--- config.mk ---
export PLATFORM = sky130hd
export DESIGN_NAME = lane_scroller
export DESIGN_NICKNAME = d
export VERILOG_FILES = /design/src/rtl/lane_scroller.sv
export SDC_FILE = /design/constraint.sdc
export NUM_CORES = 1
export LEC_CHECK = 0
export CAP_MARGIN = 15
export CORE_ASPECT_RATIO = 1.4
export CORE_MARGIN = 4
export CORE_UTILIZATION = 25
export DETAILED_ROUTE_END_ITERATION = 6
export GPL_TIMING_DRIVEN = 0
export PLACE_DENSITY = 0.4
export SYNTH_ARGS = -nofsm -noshare
export SYNTH_HDL_FRONTEND = slang
export SYNTH_SLANG_ARGS = --single-unit
--- constraint.sdc ---
create_clock -name clock -period 5.05 [get_ports clock]
set_input_delay 1.515 -clock clock [delete_from_list [all_inputs] [get_ports clock]]
set_output_delay 1.515 -clock clock [all_outputs]
set_load 0.05 [all_outputs]
--- src/rtl/lane_scroller.sv ---
// lane_scroller: one horizontal lane of scrolling obstacles.
//
// A WIDTH-bit shift register holds the lane image. New pixels come from a
// phase counter that emits `len` ones followed by `gap` zeros, repeating.
// After reset the lane is preloaded with one shift per clock for WIDTH clocks.
// It then scrolls by one pixel every (speed+1) base ticks. A base tick occurs
// every 2^TICK_BITS clocks.
//
// Ports
//   clock, reset        system clock, synchronous active-high reset
//   cfg_len, cfg_gap    obstacle length / gap (pixels), latched during reset
//   cfg_dir             0: shift toward MSB, 1: shift toward LSB (latched)
//   cfg_speed           base ticks per shift minus one (latched)
//   pause               freezes scrolling in RUN
//   blank               masks pixels/hit without touching internal state
//   frog_col            column tested by hit
//   pixels              lane image, bit 0 = column 0
//   ready               high while in RUN
//   hit                 pixels[frog_col], combinational
module lane_scroller #(
    parameter int WIDTH     = 16,
    parameter int TICK_BITS = 10,
    parameter int MAX_LEN   = 4
) (
    input  logic                         clock,
    input  logic                         reset,
    input  logic [$clog2(MAX_LEN+1)-1:0] cfg_len,
    input  logic [2:0]                   cfg_gap,
    input  logic                         cfg_dir,
    input  logic [1:0]                   cfg_speed,
    input  logic                         pause,
    input  logic                         blank,
    input  logic [$clog2(WIDTH)-1:0]     frog_col,
    output logic [WIDTH-1:0]             pixels,
    output logic                         ready,
    output logic                         hit
);

    localparam int LEN_W = $clog2(MAX_LEN + 1);
    // The phase must reach len+gap-1, and that value can be as large as MAX_LEN+6.
    localparam int PH_W  = $clog2(MAX_LEN + 8);
    localparam int CNT_W = $clog2(WIDTH);

    typedef enum logic [1:0] {
        RESET_HOLD = 2'd0,
        PRELOAD    = 2'd1,
        RUN        = 2'd2
    } state_t;

    state_t             state_q, state_d;
    logic [WIDTH-1:0]   lane_q, lane_d;
    logic [PH_W-1:0]    phase_q, phase_d;
    logic [TICK_BITS-1:0] tick_q, tick_d;
    logic [1:0]         div_q, div_d;
    logic [CNT_W-1:0]   pre_q, pre_d;
    logic [LEN_W-1:0]   len_q, len_d;
    logic [2:0]         gap_q, gap_d;
    logic               dir_q, dir_d;
    logic [1:0]         speed_q, speed_d;

    logic               do_shift;
    logic               ins_bit;
    logic [PH_W-1:0]    phase_last;
    logic [PH_W-1:0]    phase_adv;
    logic [WIDTH-1:0]   lane_shifted;

    // Pattern source and the shifted image, used by both PRELOAD and RUN.
    always_comb begin
        ins_bit      = phase_q < PH_W'(len_q);
        phase_last   = PH_W'(len_q) + PH_W'(gap_q) - PH_W'(1);
        phase_adv    = (phase_q == phase_last) ? '0 : phase_q + PH_W'(1);
        lane_shifted = dir_q ? {ins_bit, lane_q[WIDTH-1:1]}
                             : {lane_q[WIDTH-2:0], ins_bit};
    end

    always_comb begin
        state_d  = state_q;
        lane_d   = lane_q;
        phase_d  = phase_q;
        tick_d   = tick_q;
        div_d    = div_q;
        pre_d    = pre_q;
        len_d    = len_q;
        gap_d    = gap_q;
        dir_d    = dir_q;
        speed_d  = speed_q;
        do_shift = 1'b0;

        case (state_q)
            RESET_HOLD: state_d = PRELOAD;
            PRELOAD: begin
                // pause is deliberately ignored while preloading
                do_shift = 1'b1;
                pre_d    = pre_q + CNT_W'(1);
                if (pre_q == CNT_W'(WIDTH - 1)) begin
                    state_d = RUN;
                    pre_d   = '0;
                end
            end
            RUN: begin
                if (!pause) begin
                    tick_d = tick_q + TICK_BITS'(1);
                    if (&tick_q) begin
                        if (div_q == speed_q) begin
                            do_shift = 1'b1;
                            div_d    = '0;
                        end else begin
                            div_d = div_q + 2'd1;
                        end
                    end
                end
            end
            default: state_d = RESET_HOLD;
        endcase

        if (do_shift) begin
            lane_d  = lane_shifted;
            phase_d = phase_adv;
        end

        // Reset wins over everything. Configuration is re-latched and normalised
        // on every reset cycle, so a zero length or gap never reaches the phase logic.
        if (reset) begin
            state_d = RESET_HOLD;
            lane_d  = '0;
            phase_d = '0;
            tick_d  = '0;
            div_d   = '0;
            pre_d   = '0;
            if (cfg_len == '0)
                len_d = LEN_W'(1);
            else if (cfg_len > LEN_W'(MAX_LEN))
                len_d = LEN_W'(MAX_LEN);
            else
                len_d = cfg_len;
            gap_d   = (cfg_gap == 3'd0) ? 3'd1 : cfg_gap;
            dir_d   = cfg_dir;
            speed_d = cfg_speed;
        end
    end

    always_ff @(posedge clock) begin
        state_q <= state_d;
        lane_q  <= lane_d;
        phase_q <= phase_d;
        tick_q  <= tick_d;
        div_q   <= div_d;
        pre_q   <= pre_d;
        len_q   <= len_d;
        gap_q   <= gap_d;
        dir_q   <= dir_d;
        speed_q <= speed_d;
    end

    assign pixels = blank ? '0 : lane_q;
    assign ready  = (state_q == RUN);
    // Guard keeps non-power-of-two widths from indexing past the lane.
    assign hit    = (int'(frog_col) < WIDTH) && pixels[frog_col];

endmodule

; After elaboration in Yosys (flattened, before gate mapping)
; Index checks and enable logic that the tools add are counted.
[op_classes]
addsub = 6
n_mul = 0
div = 0
magnitude_cmp = 3
eq_ne = 6
shift = 0
muxes = 14
bitwise = 2
reduce_logical = 8
[op_table]
columns = op, count
row1 = $mux 16, 2
row2 = $reduce_and 12->1, 1
row3 = $add 10x1->10 const B, 1
row4 = $reduce_and 10->1, 1
row5 = $add 4x1->4 const B, 2
row6 = $mux 4, 2
row7 = $logic_not 3->1, 2
row8 = $pmux 2 s3, 1
row9 = $lt 4x5->1 const B, 1
row10 = $add 3x3->4, 1
row11 = $bmux 1 s4, 1
row12 = $eq 4x4->1, 1
row13 = $eq 4x4->1 const B, 1
row14 = $lt 4x3->1, 1
row15 = $mux 1, 4
row16 = $mux 2, 2
row17 = $reduce_and 2->1, 2
row18 = $sub 4x1->4 const B, 1
row19 = $gt 3x3->1 const B, 1
row20 = $mux 3, 1
row21 = $add 2x1->2 const B, 1
row22 = $eq 2x1->1 const B, 1
row23 = $eq 2x2->1, 1
row24 = $eq 2x2->1 const B, 1
row25 = 5 further kinds, 6
[word_totals]
ff_bits = 47
latchBits = 0
ramBits = 0
rom_bits = 0
input_bits = 17
elab_cells = 50
memories = 0

; Longest topological paths before layout
; Gate-level depths: netlist of run 1.
[logic_depth]
ltp_word = 5
depth_mapped = 11
depth_no_buf = 11

; Least setup slack after synthesis of run 1
; Ideal clock, no wire load.
[synth_path]
kind = input to output
startpoint = in frog_col[0]
endpoint = out hit
arrival_ns = 3.185
path_slack_ns = 0.350
cell_stages = 4
path_cell_list = mux4_2 -> nor2b_1 -> a211oi_1 -> a211oi_1
[synth_via]
elab_chain_cells = 2
[synth_lines]
columns = element, line
row1 = start: declaration, 33  ; input logic [$clog2(WIDTH)-1:0] frog_col,
row2 = $bmux 1 s4, 158  ; assign hit = (int'(frog_col) < WIDTH) && pixels[frog_col];
row3 = $mux 1 (not written as such), 158
row4 = end: declaration, 36  ; output logic hit
; Every way passes these cells. The select of a mux whose other input is x is not followed.

; Worst setup path in the final report of run 1
[layout_path]
startpoint = in blank
endpoint = out pixels[11]
[layout_via]
elab_chain_cells = 1
[layout_lines]
columns = element, line
row1 = start: declaration, 32  ; input logic blank,
row2 = $mux 16, 155  ; assign pixels = blank ? '0 : lane_q;
row3 = end: declaration, 34  ; output logic [WIDTH-1:0] pixels,
; Every way passes these cells.

==> summary.md, run 1 <==
| Metric | Value |
|---|---|
| Result of the run | complete, no violations |
| Average detailed-routed wire length per instance | 12.8 microns |
| Data arrival, critical path | 3.28 ns |
| RSZ-0062 raised after global routing | no |
| Leakage dissipation | 0.00129 uW |
| Cell with the most instances after synthesis | sky130_fd_sc_hd__dfxtp_1 |
| Global-route wire length before repair | 9510 microns |
| Syn_area_per_cell | 10.0 sq um |
| HPWL after detailed placement | 4250 microns |
| Count of flip-flops with a built-in enable after synthesis | 9 |
| Growth of design area from synthesis to finish | 25.3% |
| Number of sinks handled by clock tree synthesis | 47 |
| Final setup viols | 0 |
| Max transition margin | 49.0% |
| TritonCTS clock tree | yes |
| Maximum VDD drop | 109 uV |
| Fraction of the yosys area taken by sequential cells | 39.2% |
| Initial drt markers | 42 |
| Type of the worst setup path | in -> out |
| Area enclosed by the die boundary | 0.0122 sq mm |
| Initial cell density of the core | 25.4% |
| Count of nets after finishing | 335 |
| Mapped Nets | 294 |
| Highest net fanout along the worst path | 10 |
| Largest cells by area after synthesis | sky130_fd_sc_hd__dfxtp_1 29%, sky130_fd_sc_hd__edfxtp_1 10%, sky130_fd_sc_hd__mux2i_1 7.2% |
| Total CTS buffers | 5 |
| Post-route insts no fill | 442 |
| RePlAce Congestion | 0.652 |
| Top-level I/O count | 35 |
| Placeable Area | 0.0103 sq mm |
| Instance count after placement with tap cells included | 434 |
| Post-synthesis instance area | 0.00263 sq mm |
| Largest net degree at the start of global routing | 15 |
| Final period utilization | 94.9% |
| Insertion delay of the later-clocked pin in the worst-skew pair | 0.29 ns |
| Hold Path Class | reg -> reg |
| DIE WIDTH | 94.6 microns |
| Layout cells sized above 1 | 13.8% |
| Ratio of total power to cell area | 287 mW/mm^2 |
| Detail-routed via count per cell | 4.29 |
| Site row count | 44 |
| Pre-Repair DR Iteration Count | 4 |
| Warnings, synthesis | 0 |
| Placement-stage worst setup slack | -0.327 ns |
| Overall die height | 129 microns |
| Most frequently used flop master after synthesis | sky130_fd_sc_hd__dfxtp_1 |
| Number of antenna violations at the first check in global routing | 0 |
| Maximum clock frequency | 209 MHz |
| Number of storage elements in the synthesis netlist | 47 |
| Slack of the critical path | 0.256 ns |
| IO buf count | 34 |
| Number of global-route vias before repair | 1917 |
| Number of antenna repair diodes | 0 |
| Global Route Usage Sum | 9.96% |
| Pins Over Slew Limit | 0 |
| Residual DRC | 0 |
| Cell taking the most area after synthesis | sky130_fd_sc_hd__dfxtp_1 |
| Final Cell Area | 0.00329 sq mm |
| Slew at the pin closest to its max-slew limit | 0.765 ns |
| Placement-stage cell area | 0.00314 sq mm |
| Post-synthesis cell type count | 43 |
| Crit path required time | 3.54 ns |
| Total Routed Length | 5640 microns |
| CTS H-tree lvls | 2 |
| Cells after synthesis | 262 |
| Sort of element at the end of the critical path | output pin |
| Maximum Capacitance Violations | 0 |
| Commonest cells in the synthesized netlist | 38 x sky130_fd_sc_hd__dfxtp_1, 29 x sky130_fd_sc_hd__nor2_1, 19 x sky130_fd_sc_hd__mux2i_1 |
| Sum of overflow across all layers after global routing | 0 |
| Total Neg Setup Slack | 0 ns |
| Vias | 1898 |
| FFs w/ async S/R, synth | 0% |
| Final setup skew | 0.00558 ns |
| Buffer cell driving the clock tree root | sky130_fd_sc_hd__clkbuf_16 |
| Area share of the largest cell type after synthesis | 29.0% |
| Number of routed nets with antenna violations | 0 |
| Number of endpoints with negative hold slack in the final report | 0 |
| Clock transition at the registers of the reported paths | 0.06 ns |
| Shortest period the worst path allows | 4.79 ns |
| Kind of start point of the critical path | primary input |
| Buffers from clock root to sink, at most | 2 |
kinds of logic (layout without fill, tap and decap cells):
family | Yosys count | after routing | synth area share [%]
buffers and inverters | 30 | 72 | 5.29
adder cells (fa/ha/maj) | 15 | 15 | 7.43
multiplexers | 24 | 24 | 11.1
AO/OA/AOI/OAI | 39 | 39 | 13.0
flip-flops | 47 | 47 | 39.2
XOR/XNOR | 17 | 17 | 5.67
AND/OR/NAND/NOR | 90 | 90 | 18.3
path summary, 6_finish.rpt:
kind / startpoint / end / slack, ns / cells after the start
min reg2reg: pre_q[3]$_SDFFE_PP0P_ / pre_q[3]$_SDFFE_PP0P_ / 0.49 / 2
min: pre_q[3]$_SDFFE_PP0P_ / pre_q[3]$_SDFFE_PP0P_ / 0.49 / 2
max: blank / pixels[11] / 0.26 / 4
max reg2reg: len_q[1]$_SDFFCE_PP0P_ / phase_q[2]$_SDFFE_PP0P_ / 2.40 / 11
power by group:
part / switching [uW] / internal [uW] / leakage, uW
Sequential: 20.4 / 403 / 0.000396
Clock: 142 / 197 / 0.0000739
Combinational: 96.9 / 84.2 / 0.000816
per-layer routing:
layer / vias to the layer above / part of all wire, % / routed length (microns) / GRT usage (%)
met5: - / 0 / 0 / 0
met1: 869 / 42 / 2390 / 11.4
met4: 0 / 1.5 / 82 / 3.57
li1: 982 / - / - / -
met2: 42 / 51 / 2890 / 17.9
met3: 5 / 5.1 / 287 / 2.26
cell usage in the layout (no fill, tap or decap), types with 2 or more instances in the layout:
cell	n
sky130_fd_sc_hd__nor2_2	10
sky130_fd_sc_hd__xor2_1	11
sky130_fd_sc_hd__a21o_1	3
sky130_fd_sc_hd__edfxtp_1	9
sky130_fd_sc_hd__or2_2	2
sky130_fd_sc_hd__nand2_1	9
sky130_fd_sc_hd__nor2_1	29
sky130_fd_sc_hd__clkdlybuf4s50_1	32
sky130_fd_sc_hd__nand4_1	2
sky130_fd_sc_hd__inv_1	16
sky130_fd_sc_hd__clkbuf_1	11
sky130_fd_sc_hd__nor3b_1	3
sky130_fd_sc_hd__mux4_2	4
sky130_fd_sc_hd__a211oi_2	10
sky130_fd_sc_hd__nand2b_1	2
sky130_fd_sc_hd__clkbuf_16	5
sky130_fd_sc_hd__a211oi_1	9
sky130_fd_sc_hd__mux2i_1	19
sky130_fd_sc_hd__xnor2_1	6
sky130_fd_sc_hd__nor2b_1	18
sky130_fd_sc_hd__a21oi_1	7
sky130_fd_sc_hd__o21ai_1	2
sky130_fd_sc_hd__nand3b_1	2
sky130_fd_sc_hd__o21ai_0	3
sky130_fd_sc_hd__buf_4	2
sky130_fd_sc_hd__a32o_1	2
sky130_fd_sc_hd__and2_1	2
sky130_fd_sc_hd__nand3_1	3
sky130_fd_sc_hd__ha_1	14
sky130_fd_sc_hd__dfxtp_1	38
per-stage QoR:
stage / utilization [%] / hold WS [ns] / total power [uW]
floorplan: - / 0.459 / 561
global placement: 30.3 / 0.477 / 618
detailed placement: 30.3 / 0.487 / 619
CTS: 31.8 / 0.499 / 962
global route: 31.8 / 0.521 / 996
finish: 31.8 / 0.494 / 944
critical path, stage by stage:
cell and delay (ns):
sky130_fd_sc_hd__clkdlybuf4s50_1 0.60, sky130_fd_sc_hd__clkbuf_1 0.35, sky130_fd_sc_hd__nor2b_1 0.09, sky130_fd_sc_hd__clkdlybuf4s50_1 0.72
registers in the layout (all words and copies together), names as in the netlist:
signal,flops
gap_q,3
lane_q,16
div_q,2
tick_q,10
state_q,2
len_q,3
phase_q,4
dir_q,1
speed_q,2
pre_q,4
layout make-up:
type / count / area (sq um)
Buffer: 14 / 78.8
Tap cell: 138 / 173
Timing Repair Buffer: 34 / 344
Sequential cell: 47 / 1030
Inverter: 16 / 60.1
Fill cell: 1141 / 7060
Clock inverter: 1 / 5.00
Clock buffer: 7 / 143
Multi-Input combinational cell: 185 / 1460
what timing repair did:
| action | CTS | global route |
|---|---|---|
| gates resized for setup | 4 | 1 |
| hold buffers | 0 | 0 |
| cloned | 0 | 0 |
| endpoints found under the setup margin | 1 | 1 |
| buffers inserted | 0 | 0 |
| hold endpoints to repair | 0 | 0 |
(Power assumes the default switching activity.)
==> inputs of run 2 (changes only) <==
--- a/config.mk
+++ b/config.mk
@@ -7,7 +7,6 @@
 export LEC_CHECK = 0
 export CAP_MARGIN = 15
 export CORE_ASPECT_RATIO = 1.4
-export CORE_MARGIN = 4
 export CORE_UTILIZATION = 25
 export DETAILED_ROUTE_END_ITERATION = 6
 export GPL_TIMING_DRIVEN = 0
==> summary.md, run 2 (same netlist as run 1, synthesis figures left out) <==
| Metric | Value |
|---|---|
| Result of the run | complete, no violations |
| RSZ-0062 raised after global routing | no |
| Maximum Capacitance Violations | 0 (unchanged) |
| Cell with the biggest individual delay on the critical path | sky130_fd_sc_hd__clkdlybuf4s50_1 |
| Hold Path Class | reg -> reg |
| Site row count | 43 (-2.3%) |
| Buffer cell driving the clock tree root | sky130_fd_sc_hd__clkbuf_16 |
| Instance count after placement with tap cells included | 431 (-0.69%) |
| Insertion delay of the later-clocked pin in the worst-skew pair | 0.29 ns (about the same) |
| Total internal power | 684 uW (about the same) |
| Switching Share | 27.3% (-0.15 points) |
| Min-Delay Path Depth | 2 (unchanged) |
| Cell type group with the largest total delay on the critical path | buffers and inverters |
| Number of antenna repair diodes | 0 (unchanged) |
| Number of endpoints with negative hold slack in the final report | 0 (unchanged) |
| Total CTS buffers | 5 (unchanged) |
| Critical path endpoint | pixels[11] |
| Share of power burned in registers | 45.0% (about the same) |
| Regs by FF count | lane_q: 16 flops, tick_q: 10 flops |
| Initial cell density of the core | 26.1% (+0.73 points) |
| Global-route wire length before repair | 9580 microns (+0.73%) |
| Number of routed nets with antenna violations | 0 (unchanged) |
| Final period utilization | 95.2% (+0.23 points) |
| Most common cell after layout, fill and taps aside | sky130_fd_sc_hd__dfxtp_1 |
| Highest net fanout along the worst path | 10 (unchanged) |
| Max transition margin | 49.8% (+0.80 points) |
| Post-route insts no fill | 439 (-0.68%) |
| Switching power | 258 uW (-0.72%) |
| R2r endpoint | phase_q[3]$_SDFFE_PP0P_ |
| Stages on the worst setup path | 4 (unchanged) |
| Launching instance or port of the critical path | blank |
| Final setup skew | 0.00603 ns (+0.000447 ns) |
| Detail-routed via count per cell | 4.29 (-0.11%) |
| Slew at the pin closest to its max-slew limit | 0.753 ns (-0.0120 ns) |
| Placeable Area | 0.0101 sq mm (-2.8%) |
| Crit path top cell by count | sky130_fd_sc_hd__clkdlybuf4s50_1 |
| Count of nets after finishing | 335 (unchanged) |
| Clock share of power | 35.7% (-0.2 points) |
| Met2 capacity usage during global routing | 21.4% (+3.5 points) |
| Met1 Track Usage GR | 12.6% (+1.2 points) |
| Core utilization of the finished layout | 32.7% (+0.88 points) |
| Overall die height | 123 microns (-4.6%) |
| Reg2Reg Setup Slack | 2.45 ns (+0.05 ns) |
| RePlAce Congestion | 0.682 (+4.6%) |
| Top reg by flops | lane_q |
| Maximum clock frequency | 208 MHz (-0.25%) |
| TritonCTS clock tree | yes |
| Area enclosed by the die boundary | 0.0109 sq mm (-11%) |
| Global Route Usage Sum | 11.7% (+1.7 points) |
| Flip-flop count of the largest register, all copies and words added | 16 (unchanged) |
| GR Layer Usage met3 | 2.47% (+0.21 points) |
| Final setup viols | 0 (unchanged) |
| Layout filler cell count | 1060 (-7.1%) |
| Leakage dissipation | 0.00129 uW (unchanged) |
| Crit path largest cell delay | 0.82 ns (+0.10 ns) |
| Shortest period the worst path allows | 4.81 ns (+0.0119 ns) |
| Kind of start point of the critical path | primary input |
| Most used cells in the layout excluding fill and tap cells | 38 x sky130_fd_sc_hd__dfxtp_1, 32 x sky130_fd_sc_hd__clkdlybuf4s50_1, 29 x sky130_fd_sc_hd__nor2_1, 19 x sky130_fd_sc_hd__mux2i_1, 18 x sky130_fd_sc_hd__nor2b_1 |
| Total Routed Length | 5550 microns (-1.6%) |
| Sort of element at the end of the critical path | output pin |
| Number of buffers inserted by post-CTS setup repair | 0 (unchanged) |
| Count of hold-fix buffers inserted at cts | 0 (unchanged) |
| Growth of design area from synthesis to finish | 25.1% |
| Buffers from clock root to sink, at most | 2 (unchanged) |
| Number of global-route vias before repair | 1966 (+2.6%) |
| Worst Hold Margin | 0.495 ns (+0.00120 ns) |
| Layout cells sized above 1 | 13.8% (unchanged) |
| Maximum VDD drop | 125 uV (+15%) |
| Cells along the critical path | clkdlybuf4s50_1 -> clkbuf_1 -> nor2b_1 -> clkdlybuf4s50_1 |
| Slack of the critical path | 0.244 ns (-0.0119 ns) |
| Combinational share of power | 19.3% (about the same) |
| Number of antenna violations at the first check in global routing | 0 (unchanged) |
| Pins Over Slew Limit | 0 (unchanged) |
| Placement-stage worst setup slack | -0.317 ns (+0.00990 ns) |
| Register-to-Register Path Depth | 11 (unchanged) |
| R2R Path Start | len_q[1]$_SDFFCE_PP0P_ |
| Top-level I/O count | 35 (unchanged) |
| Number of sinks handled by clock tree synthesis | 47 (unchanged) |
| Crit path required time | 3.54 ns (about the same) |
| Buf/Inv on CP | 3 (unchanged) |
| IO buf count | 34 (unchanged) |
| Ratio of total power to cell area | 287 mW/mm^2 (about the same) |
| Average detailed-routed wire length per instance | 12.7 microns (-0.92%) |
| Sum of overflow across all layers after global routing | 0 (unchanged) |
| Vias | 1883 (-0.79%) |
| Global routing's busiest layer | met2 |
| CTS H-tree lvls | 2 (unchanged) |
| Clock transition at the registers of the reported paths | 0.06 ns (about the same) |
| Pre-Repair DR Iteration Count | 4 (unchanged) |
| Largest net degree at the start of global routing | 15 (unchanged) |
| HPWL after detailed placement | 4160 microns (-2.1%) |
| Data arrival, critical path | 3.29 ns (about the same) |
| Type of the worst setup path | in -> out |
| Residual DRC | 0 (unchanged) |
| DIE WIDTH | 88.6 microns (-6.3%) |
| Initial drt markers | 71 (+69%) |
## run 2: cell counts in the layout (fill, tap and decap cells not counted)
Identical to the previous run, type by type.
## run 2: timing repair
| item | CTS | global route |
|---|---|---|
| endpoints found under the setup margin | 1 | 1 |
| gates resized for setup | 4 | 1 |
| cloned | 0 | 0 |
| pin swaps | 0 | 0 |
| hold endpoints to repair | 0 | 0 |
## run 2: power groups by stage
stage	sequential, uW	combinational [uW]	clock (uW)
6_report	424	182	336
4_1_cts	425	187	356
2_1_floorplan	425	136	0
3_3_place_gp	433	184	0
3_5_place_dp	433	187	0
5_1_grt	428	202	368
## run 2: through the flow
step	TNS [ns]	instance area [sq um]	power (uW)
5_1_grt	0	3290	999
2_1_floorplan	0	2630	561
3_3_place_gp	-0.297	3140	617
4_1_cts	0	3290	967
3_5_place_dp	-0.317	3140	620
6_report	0	3290	942
## run 2: final cells by class
cell class / count / area [sq um] / share of cell area (%)
clock buffers: 7 / 143 / 4.34
repair buffers: 34 / 344 / 10.5
multi-input cells: 185 / 1460 / 44.3
flip-flops and latches: 47 / 1030 / 31.4
well taps: 135 / 169 / 5.14
inverters: 16 / 60.1 / 1.83
plain buffers: 14 / 78.8 / 2.40
clock inverters: 1 / 5.00 / 0.152
## run 2: tightest hold or removal path: cells and delay by family (launching register included)
| family | cells | cell delay (ns) |
|---|---|---|
| flops | 1 | 0.32 |
| compound gates | 2 | 0.13 |
## run 2: metal layers
layer | up-vias | part of all wire (%)
met4 | 0 | 2.1
li1 | 990 | -
met3 | 5 | 3.3
met2 | 37 | 52
met1 | 851 | 43
met5 | - | 0
## run 2: worst min path at each step
stage                                      from                    end  slack [ns]
after detailed placement  pre_q[3]$_SDFFE_PP0P_  pre_q[3]$_SDFFE_PP0P_        0.48
final                     div_q[1]$_SDFFE_PP0P_  div_q[1]$_SDFFE_PP0P_        0.49
after CTS                 pre_q[3]$_SDFFE_PP0P_  pre_q[3]$_SDFFE_PP0P_        0.49
after floorplan           pre_q[3]$_SDFFE_PP0P_  pre_q[3]$_SDFFE_PP0P_        0.46
after global placement    pre_q[3]$_SDFFE_PP0P_  pre_q[3]$_SDFFE_PP0P_        0.48
after global routing      div_q[1]$_SDFFE_PP0P_  div_q[1]$_SDFFE_PP0P_        0.55
==> inputs of run 3 (changes only) <==
--- a/config.mk
+++ b/config.mk
@@ -5,6 +5,7 @@
 export SDC_FILE = /design/constraint.sdc
 export NUM_CORES = 1
 export LEC_CHECK = 0
+export ABC_CLOCK_PERIOD_IN_PS = 5050
 export CAP_MARGIN = 15
 export CORE_ASPECT_RATIO = 1.4
 export CORE_UTILIZATION = 25
==> results of run 3 <==
The final DEF is identical to that of run 2; final timing and power are the same.
==> RTL edit, RTL diff (settings of run 3) <==
Add an input register stage for `cfg_len`, `cfg_gap`, `cfg_dir` and `cfg_speed`, without a reset; this delays them by one clock. The other inputs are not delayed to match.
--- a/src/rtl/lane_scroller.sv
+++ b/src/rtl/lane_scroller.sv
@@ -48,2 +48,14 @@
     } state_t;
+
+    logic [$clog2(MAX_LEN+1)-1:0] cfg_len_q;
+    logic [2:0] cfg_gap_q;
+    logic cfg_dir_q;
+    logic [1:0] cfg_speed_q;
+
+    always_ff @(posedge clock) begin
+        cfg_len_q   <= cfg_len;
+        cfg_gap_q   <= cfg_gap;
+        cfg_dir_q   <= cfg_dir;
+        cfg_speed_q <= cfg_speed;
+    end
 
@@ -129,11 +141,11 @@
             pre_d   = '0;
-            if (cfg_len == '0)
+            if (cfg_len_q == '0)
                 len_d = LEN_W'(1);
-            else if (cfg_len > LEN_W'(MAX_LEN))
+            else if (cfg_len_q > LEN_W'(MAX_LEN))
                 len_d = LEN_W'(MAX_LEN);
             else
-                len_d = cfg_len;
-            gap_d   = (cfg_gap == 3'd0) ? 3'd1 : cfg_gap;
-            dir_d   = cfg_dir;
-            speed_d = cfg_speed;
+                len_d = cfg_len_q;
+            gap_d   = (cfg_gap_q == 3'd0) ? 3'd1 : cfg_gap_q;
+            dir_d   = cfg_dir_q;
+            speed_d = cfg_speed_q;
         end
Formal check against the unedited RTL: not equivalent (Yosys sat finds a counterexample within 4 cycles, from zero or initial values and one cycle with reset high).
==> RTL edit against run 3 <==
Sequential power increased by 17%; largest cell class unchanged; total power increased by 13%; synthesized area increased by 5.1%; synthesized cell count increased by 3.1%; critical path depth unchanged; non-clock buffer count unchanged; setup slack got worse by 0.024 ns; routed wire length increased by 1.9%; clock skew decreased by 0.0032 ns; sequential share of layout area increased by 3.7 points; sequential cell count increased by 9; design area increased by 5.0%.
==> RTL edit: results (changes against run 3) <==
CP delay by family, top=buffers and inverters (unchanged); crit path max fanout=10 (unchanged); Inserted Diodes=0 (unchanged); total iterations of the first detailed-routing run=4 (unchanged); gr usage total=10.8% (was 11.7%); Final HPWL DP=4200 um (was 4160 um); Ys Warns=0 (unchanged); Fillers=1,135 (was 1,060); PortBufs=34 (unchanged); met3 Usage GRT=2.52% (was 2.47%); Min-Delay Startpoint=cfg_speed_q[1] (was div_q[1]); CP max stage delay=0.82 ns (about the same); met2 Use GR=19.7% (was 21.4%); cts bufs inserted=5 (unchanged); met1 Track Usage GR=11.8% (was 12.6%); top cells by count, synth=dfxtp_1 (47), nor2_1 (40), mux2i_1 (20), nor2b_1 (19), inv_1 (16) (was dfxtp_1 (38), nor2_1 (29), mux2i_1 (19), nor2b_1 (18), inv_1 (16)); Final GP Congestion=0.680 (was 0.682); outcome=completed (unchanged); Mapped Cells=270 (was 262); DRT iter0 DRCs=34 (was 71); crit path from=blank (unchanged); first-pass GRT wire length=9780 um (was 9580 um); Final Skew=0.00286 ns (was 0.00603 ns); drt total wl=5660 um (was 5550 um); max_slew headroom=48.1% (was 49.8%); clk_lat worst skew=about 0.3 ns; Tightest Hold Check Type=reg2reg (unchanged); htree depth=2 (unchanged); Final Net Count=343 (was 335); Netlist cell types=42 (was 43); multi-input logic area=1420 um2 (was 1460 um2); cts repair resizes=4 (unchanged); buffer depth of the longest clock path=2 (unchanged); async set-reset flop share out of synthesis=0% (unchanged); clock slew at reported path FFs=0.07 ns; # Post-CTS Setup Buffers=0 (unchanged); Worst R2R Start=len_q[1] (unchanged); root buffer cell=clkbuf_16 (unchanged); CP arrival=3.31 ns (was 3.29 ns); Top Registers=lane_q: 16 flops, tick_q: 10 flops (unchanged); Cell Area, Placed=3280 um2 (was 3140 um2); largest net degree at the start of global routing=19 (was 15); register area share after synthesis=43.9% (was 39.2%); layout cells sized above 1=10.6% (was 13.8%); Non-Filler Instances=453 (was 439); Peak supply drop=159 uV (was 125 uV); vias in the first global route=2,026 (was 1,966); Post-Place Worst Slack=-0.324 ns (was -0.317 ns); crit path max-delay cell type=clkdlybuf4s50_1 (unchanged); syn_nets=302 (was 294); leak pwr=1.33 nW (was 1.29 nW); Post-synth EDFFs=9 (unchanged); via/cell ratio=4.37 (was 4.29); Int Pwr=0.787 mW (was 0.684 mW); Area contributors post-synth=dfxtp_1 (34%), edfxtp_1 (9.8%), mux2i_1 (7.2%) (was dfxtp_1 (29%), edfxtp_1 (10%), mux2i_1 (7.2%)); Antenna Nets Post-Route=0 (unchanged); initial antenna violation count=0 (unchanged)
-- RTL edit: final cells by class --
| type | instances | area share [%] |
|---|---|---|
| Sequential cell | 56 | 35.1 |
| Timing Repair Buffer | 34 | 9.96 |
| Clock inverter | 3 | 1.34 |
| Inverter | 16 | 1.74 |
| Clock buffer | 5 | 3.62 |
| Buffer | 14 | 1.92 |
| Tap cell | 141 | 5.11 |
| Multi-Input combinational cell | 184 | 41.2 |
-- RTL edit: path summary, 6_finish.rpt --
check | end | slack [ns] | cells past startpoint
worst min register to register | speed_q[1] | 0.41 | 0
worst max-delay path | pixels[12] | 0.22 | 4
worst min-delay path | speed_q[1] | 0.41 | 0
worst max register to register | phase_q[3] | 2.19 | 10
-- RTL edit: worst register-to-register path: stages (launching register included) --
cell      delay [ns]
edfxtp_1        0.36
inv_1           0.10
ha_1            0.23
inv_1           0.06
ha_1            0.13
inv_1           0.05
fa_1            0.39
xnor3_1         0.34
nor4_1          0.59
o21ai_0         0.20
a32o_1          0.29
-- RTL edit: logic make-up after synthesis --
logic type / synth area share, %
compound gates: 11.6
xor+xnor: 5.57
buf+inv: 4.58
simple gates: 16.4
fa+ha+maj: 7.07
mux: 10.9
flops: 43.9
-- RTL edit: power groups by stage --
stage	combinational (mW)	sequential, mW	clock [mW]
2_1_floorplan	0.119	0.499	0
6_report	0.163	0.496	0.404
3_3_place_gp	0.164	0.507	0
3_5_place_dp	0.165	0.507	0
4_1_cts	0.166	0.497	0.419
5_1_grt	0.180	0.501	0.440
-- RTL edit: per-layer routing --
| metal | share of wire [%] | up-vias |
|---|---|---|
| met1 | 43 | 918 |
| met5 | 0 | - |
| li1 | - | 1018 |
| met3 | 3.5 | 7 |
| met2 | 52 | 37 |
| met4 | 1.8 | 0 |
